**config.mk**
```make
export PLATFORM = sky130hd
export DESIGN_NAME = spi_regfile_slave
export DESIGN_NICKNAME = d
export VERILOG_FILES = /design/src/rtl/spi_regfile_pkg.sv /design/src/rtl/spi_sync_edge.sv /design/src/rtl/spi_regfile_slave.sv
export SDC_FILE = /design/constraint.sdc
export NUM_CORES = 1
export LEC_CHECK = 0
export BUFFER_PORTS_ARGS = -buffer_cell sky130_fd_sc_hd__buf_4
export CAP_MARGIN = 20
export CELL_PAD_IN_SITES_DETAIL_PLACEMENT = 0
export CELL_PAD_IN_SITES_GLOBAL_PLACEMENT = 1
export CORE_AREA = 8 8 74 140
export DETAILED_ROUTE_END_ITERATION = 16
export DIE_AREA = 0 0 82 148
export HOLD_SLACK_MARGIN = 0.02
export PLACE_DENSITY_LB_ADDON = 0.1
export RECOVER_POWER = 25
export SLEW_MARGIN = 15
export SYNTH_ARGS = -nofsm -noshare
export SYNTH_HDL_FRONTEND = slang
export SYNTH_SLANG_ARGS = --single-unit
```
**constraint.sdc**
```tcl
create_clock -name clk -period 4.6 [get_ports clk]
set_input_delay 0.46 -clock clk [delete_from_list [all_inputs] [get_ports clk]]
set_output_delay 0.46 -clock clk [all_outputs]
set_load 0.01 [all_outputs]
```
**src/rtl/spi_regfile_pkg.sv**
```systemverilog
// Shared types and constants for the SPI register-file slave.
package spi_regfile_pkg;
  typedef enum logic [1:0] {IDLE, CMD, DATA} state_e;

  localparam int CMD_W       = 8;
  localparam int CMD_WR_BIT  = 7;
  localparam int SYNC_STAGES = 2;
endpackage

```
**src/rtl/spi_sync_edge.sv**
```systemverilog
// Multi-flop synchroniser for an asynchronous pin, with one-clk rise/fall pulses.
module spi_sync_edge
  import spi_regfile_pkg::*;
#(
  parameter logic IDLE_VAL = 1'b0
) (
  input  logic clk,
  input  logic rst_n,
  input  logic d_i,
  output logic level_o,
  output logic rise_o,
  output logic fall_o
);
  logic [SYNC_STAGES-1:0] sync_q;
  logic                   prev_q;

  always_ff @(posedge clk or negedge rst_n) begin
    if (!rst_n) begin
      sync_q <= {SYNC_STAGES{IDLE_VAL}};
      prev_q <= IDLE_VAL;
    end else begin
      sync_q <= {sync_q[SYNC_STAGES-2:0], d_i};
      prev_q <= sync_q[SYNC_STAGES-1];
    end
  end

  assign level_o = sync_q[SYNC_STAGES-1];
  assign rise_o  = level_o & ~prev_q;
  assign fall_o  = ~level_o & prev_q;
endmodule

```
**src/rtl/spi_regfile_slave.sv**
```systemverilog
// SPI mode-0 slave owning a NUM_REGS x DATA_W register file, oversampled on clk.
// Define SPI_AUTOINC_EN to advance the address after every data word (burst access).
module spi_regfile_slave
  import spi_regfile_pkg::*;
#(
  parameter int                          DATA_W     = 8,
  parameter int                          NUM_REGS   = 4,
  parameter logic [NUM_REGS*DATA_W-1:0]  RESET_VALS = {8'h03, 8'h02, 8'h01, 8'h96},
  localparam int                         ADDR_W     = $clog2(NUM_REGS)
) (
  input  logic                         clk,
  input  logic                         rst_n,
  input  logic                         sclk,
  input  logic                         mosi,
  input  logic                         cs_n,
  output logic                         miso,
  output logic                         miso_oe,
  output logic [NUM_REGS*DATA_W-1:0]   regs_flat,
  output logic                         wr_strobe,
  output logic [ADDR_W-1:0]            wr_addr,
  output logic                         busy
);
  localparam int RX_W  = (DATA_W > CMD_W) ? DATA_W : CMD_W;
  localparam int CNT_W = $clog2(RX_W);
  localparam int AW    = CMD_W - 1;

  logic sclk_rise, sclk_fall, unused_sclk_lvl;
  logic cs_lvl, cs_rise, cs_fall;
  logic [SYNC_STAGES-1:0] mosi_q;
  logic mosi_s;

  spi_sync_edge #(.IDLE_VAL(1'b0)) u_sclk_sync (
    .clk(clk), .rst_n(rst_n), .d_i(sclk),
    .level_o(unused_sclk_lvl), .rise_o(sclk_rise), .fall_o(sclk_fall)
  );

  spi_sync_edge #(.IDLE_VAL(1'b1)) u_cs_sync (
    .clk(clk), .rst_n(rst_n), .d_i(cs_n),
    .level_o(cs_lvl), .rise_o(cs_rise), .fall_o(cs_fall)
  );

  always_ff @(posedge clk or negedge rst_n) begin
    if (!rst_n) mosi_q <= '0;
    else        mosi_q <= {mosi_q[SYNC_STAGES-2:0], mosi};
  end
  assign mosi_s = mosi_q[SYNC_STAGES-1];

  state_e                           state_q, state_d;
  logic [CNT_W-1:0]                 bitcnt_q, bitcnt_d;
  logic [RX_W-2:0]                  rx_q, rx_d;
  logic [RX_W-1:0]                  rx_nxt;
  logic [AW-1:0]                    addr_q, addr_d;
  logic                             wr_q, wr_d;
  logic [DATA_W-1:0]                tx_q, tx_d;
  logic                             skip_q, skip_d;
  logic [NUM_REGS-1:0][DATA_W-1:0]  regs_q, regs_d;
  logic                             wr_strobe_q, wr_strobe_d;
  logic [ADDR_W-1:0]                wr_addr_q, wr_addr_d;

  function automatic logic in_range(input logic [AW-1:0] a);
    return int'(a) < NUM_REGS;
  endfunction

  // Out-of-range addresses are sticky so a burst never lands in valid space.
  function automatic logic [AW-1:0] next_addr(input logic [AW-1:0] a);
    if (!in_range(a)) return a;
`ifdef SPI_AUTOINC_EN
    return (int'(a) == NUM_REGS - 1) ? '0 : a + AW'(1);
`else
    return a;
`endif
  endfunction

  function automatic logic [DATA_W-1:0] rd_word(input logic [AW-1:0] a);
    return in_range(a) ? regs_q[a[ADDR_W-1:0]] : '0;
  endfunction

  always_comb begin
    state_d     = state_q;
    bitcnt_d    = bitcnt_q;
    rx_d        = rx_q;
    addr_d      = addr_q;
    wr_d        = wr_q;
    tx_d        = tx_q;
    skip_d      = skip_q;
    regs_d      = regs_q;
    wr_strobe_d = 1'b0;
    wr_addr_d   = wr_addr_q;
    rx_nxt      = {rx_q, mosi_s};
    unique case (state_q)
      IDLE: if (cs_fall) begin
        state_d  = CMD;
        bitcnt_d = '0;
        rx_d     = '0;
        tx_d     = '0;
        skip_d   = 1'b0;
      end
      CMD, DATA: begin
        if (cs_rise) begin
          state_d = IDLE;
        end else begin
          // A freshly loaded word must survive the falling edge that precedes its first bit.
          if (sclk_fall) begin
            if (skip_q) skip_d = 1'b0;
            else        tx_d   = {tx_q[DATA_W-2:0], 1'b0};
          end
          if (sclk_rise) begin
            rx_d     = rx_nxt[RX_W-2:0];
            bitcnt_d = bitcnt_q + CNT_W'(1);
            if (state_q == CMD && bitcnt_q == CNT_W'(CMD_W - 1)) begin
              state_d  = DATA;
              bitcnt_d = '0;
              wr_d     = rx_nxt[CMD_WR_BIT];
              addr_d   = rx_nxt[AW-1:0];
              tx_d     = rd_word(rx_nxt[AW-1:0]);
              skip_d   = 1'b1;
            end else if (state_q == DATA && bitcnt_q == CNT_W'(DATA_W - 1)) begin
              bitcnt_d = '0;
              if (wr_q && in_range(addr_q)) begin
                regs_d[addr_q[ADDR_W-1:0]] = rx_nxt[DATA_W-1:0];
                wr_strobe_d = 1'b1;
                wr_addr_d   = addr_q[ADDR_W-1:0];
              end
              addr_d = next_addr(addr_q);
              tx_d   = rd_word(next_addr(addr_q));
              skip_d = 1'b1;
            end
          end
        end
      end
      default: state_d = IDLE;
    endcase
  end

  always_ff @(posedge clk or negedge rst_n) begin
    if (!rst_n) begin
      state_q     <= IDLE;
      bitcnt_q    <= '0;
      rx_q        <= '0;
      addr_q      <= '0;
      wr_q        <= 1'b0;
      tx_q        <= '0;
      skip_q      <= 1'b0;
      regs_q      <= RESET_VALS;
      wr_strobe_q <= 1'b0;
      wr_addr_q   <= '0;
    end else begin
      state_q     <= state_d;
      bitcnt_q    <= bitcnt_d;
      rx_q        <= rx_d;
      addr_q      <= addr_d;
      wr_q        <= wr_d;
      tx_q        <= tx_d;
      skip_q      <= skip_d;
      regs_q      <= regs_d;
      wr_strobe_q <= wr_strobe_d;
      wr_addr_q   <= wr_addr_d;
    end
  end

  assign miso_oe   = ~cs_lvl;
  assign miso      = miso_oe & tx_q[DATA_W-1];
  assign regs_flat = regs_q;
  assign wr_strobe = wr_strobe_q;
  assign wr_addr   = wr_addr_q;
  assign busy      = (state_q != IDLE);
endmodule

```
==> results.txt <==
Tcrit/Tclk final: 59.1%
Worst Path Required: 4.81 ns
Reg2Reg Launch Point: state_q[1]
initial antenna violation count: 0
starting density of the core: 41.9%
Period minus WS final: 2.72 ns
crit path capture type: flip-flop
post-cts sizing count: 0
RSZ-0062 raised after global routing: false
hold_buf cts: 0
R2R cell count: 5
hold_sp: cs_n
post-CTS setup buffer count: 0
crit start category: flip-flop
FMAX: 0.368 GHz
Worst Hold Endpoint: u_cs_sync.sync_q[0]
Root Buffer: clkbuf_16
Max rail drop VDD: 0.233 mV
Final TNS setup: 0 ns
Final Hold Viols: 0
Total Wirelength: 8690 µm
commonest non-fill, non-tap cells in the layout: dfrtp_1 (61), mux2_2 (42), buf_4 (39)
placed instance area: 3960 µm²
global-route wire length before repair: 14000 µm
Main synth FF type: dfrtp_1
ys async rst share: 100%
P per Cell Area: 359 nW/µm²
largest net degree at the start of global routing: 73
vias in the first global route: 2507
final setup margin: 1.88 ns
Vias per Instance: 5.83
Std-Cell Rows: 48
die area: 12100 µm²
result of the run: completed
Global Route Usage Sum: 15.5%
CP arrival: 2.93 ns
dpl hpwl: 6600 µm
Crit Reg-Reg Endpoint: regs_flat[11]
Post-synth EDFFs: 0
Worst-path clk slew: 0.06 ns
Max clock buf depth: 2
worst-margin pin slew: 0.902 ns
hold path cells: 1
post-route cell area: 4230 µm²
Fill cells: 797
CTS tree: done
Final Max Tran Viols: 0
Setup CP Type: reg2reg
commonest non-fill, non-tap cell in the layout: dfrtp_1
core area: 8530 µm²
Avg Inst Size Synth: 14.0 µm²
initial drt markers: 99
register area: 1820 µm²
Layout Utilization: 49.6%
fraction of layout cells with a size suffix above 1: 46.0%
nets: 305
WHS: 0.235 ns
Netlist Area Pre-Place: 3580 µm²
IO Count: 43
Inserted Diodes: 0
post-synthesis cell type count: 42
Multi-input gate area: 1670 µm²
Final GP Congestion: 0.779
Setup Skew: 0.00438 ns
I/O Buffers: 42
Synth Instances: 255
warnings from Yosys: 0
setup slack, reg-to-reg: 1.88 ns
DR WL/cell: 21.7 µm
synth-to-layout area growth: 18.2%
sequential-to-total area share from yosys stat: 50.8%
Routed Antenna Nets: 0
H-tree lvl count: 3
Sink Count: 72
DRC violations left: 0
max cap viols: 0
Hold Path Class: in2reg
pre-CTS setup slack: 1.84 ns
# setup viols final: 0
Num CTS Buffers: 9
DIE HEIGHT: 148 µm
worst rel slew slack: 39.9%
Via Count: 2330
die width: 82 µm
remaining global-route overflow: 0
First-pass DRT Iterations: 4
leak pwr: 0.00196 µW
CP Max Fanout: 18
Syn Nets: 265
clk_lat worst skew: 0.33 ns
register bit total from synthesis: 72
==> layer usage <==
layer | routed length, µm | track usage [%] | vias to the layer above
met4 | 227 | 7.26 | 0
li1 | - | - | 1057
met1 | 3030 | 15.7 | 1220
met2 | 5160 | 28.2 | 39
met5 | 0 | 0 | -
met3 | 273 | 3.28 | 14
==> worst max path at each step <==
| stage | slack (ns) | from | endpoint |
|---|---|---|---|
| after CTS | 1.85 | state_q[1] | regs_flat[18] |
| after global placement | 1.92 | state_q[1] | regs_flat[9] |
| after detailed placement | 1.84 | state_q[1] | regs_flat[18] |
| final | 1.88 | state_q[1] | regs_flat[11] |
| after floorplan | 2.31 | state_q[1] | regs_flat[10] |
| after global routing | 1.59 | state_q[1] | tx_q[3] |
==> metrics by stage <==
step	std cells	total power [µW]
CTS	400	1530
detailed placement	384	911
global placement	383	909
global route	400	1590
floorplan	255	843
finish	400	1520
==> sequential cells by signal, summed over array words and instances (netlist names) <==
name / count
rx_q: 7
mosi_q: 2
u_cs_sync.sync_q: 2
bitcnt_q: 3
wr_addr: 2
state_q: 2
wr_strobe: 1
skip_q: 1
wr_q: 1
u_sclk_sync.sync_q: 2
u_sclk_sync.prev_q: 1
addr_q: 7
u_cs_sync.prev_q: 1
tx_q: 8
regs_flat: 32
==> critical path, cell delays in order, from the launching register on <==
cell and delay (ns):
dfrtp_1 0.35, inv_1 0.08, ha_1 0.61, nand3_1 0.46, nor4b_4 0.69, mux2_2 0.40
==> final cells by class <==
cell class,count,share of cell area (%)
flip-flops and latches,72,42.9
multi-input cells,159,39.4
repair buffers,43,7.57
clock buffers,10,5.41
well taps,100,2.96
inverters,10,0.888
clock inverters,6,0.858
==> cells by family (layout without fill, tap and decap cells) <==
family / Yosys count / count (layout) / synth area share, %
AO/OA/AOI/OAI: 36 / 36 / 8.11
adder cells (fa/ha/maj): 5 / 5 / 1.75
buffers and inverters: 24 / 69 / 2.69
flip-flops: 72 / 72 / 50.8
multiplexers: 63 / 63 / 24.7
AND/OR/NAND/NOR: 55 / 55 / 12.0
==> power breakdown <==
group	switching (µW)	leakage (µW)	internal (µW)	total [µW]
Clock	261	0.000132	362	623
Sequential	41.4	0.000950	658	699
Combinational	123	0.000882	75.3	198
Total	425	0.00196	1090	1520
==> cells in the mapped netlist (3+ instances only) <==
cell type	instances	area (µm²)
a211oi_1	6	45.0
a22o_1	4	35.0
inv_1	10	37.5
o21ai_0	3	15.0
nor3b_1	3	22.5
a221o_1	6	60.1
nand2_1	7	26.3
nand4_1	11	68.8
mux2i_1	4	40.0
nor4_4	3	63.8
clkbuf_1	9	33.8
dfstp_2	11	289
dfrtp_1	61	1530
nor2_1	4	15.0
nand3_1	4	20.0
a21bo_2	5	50.1
a21oi_1	3	15.0
nand4b_1	7	61.3
mux4_2	16	360
nor2b_1	5	31.3
mux2_2	42	473
ha_1	5	62.6
No activity file was read; power rests on OpenSTA's default activity.
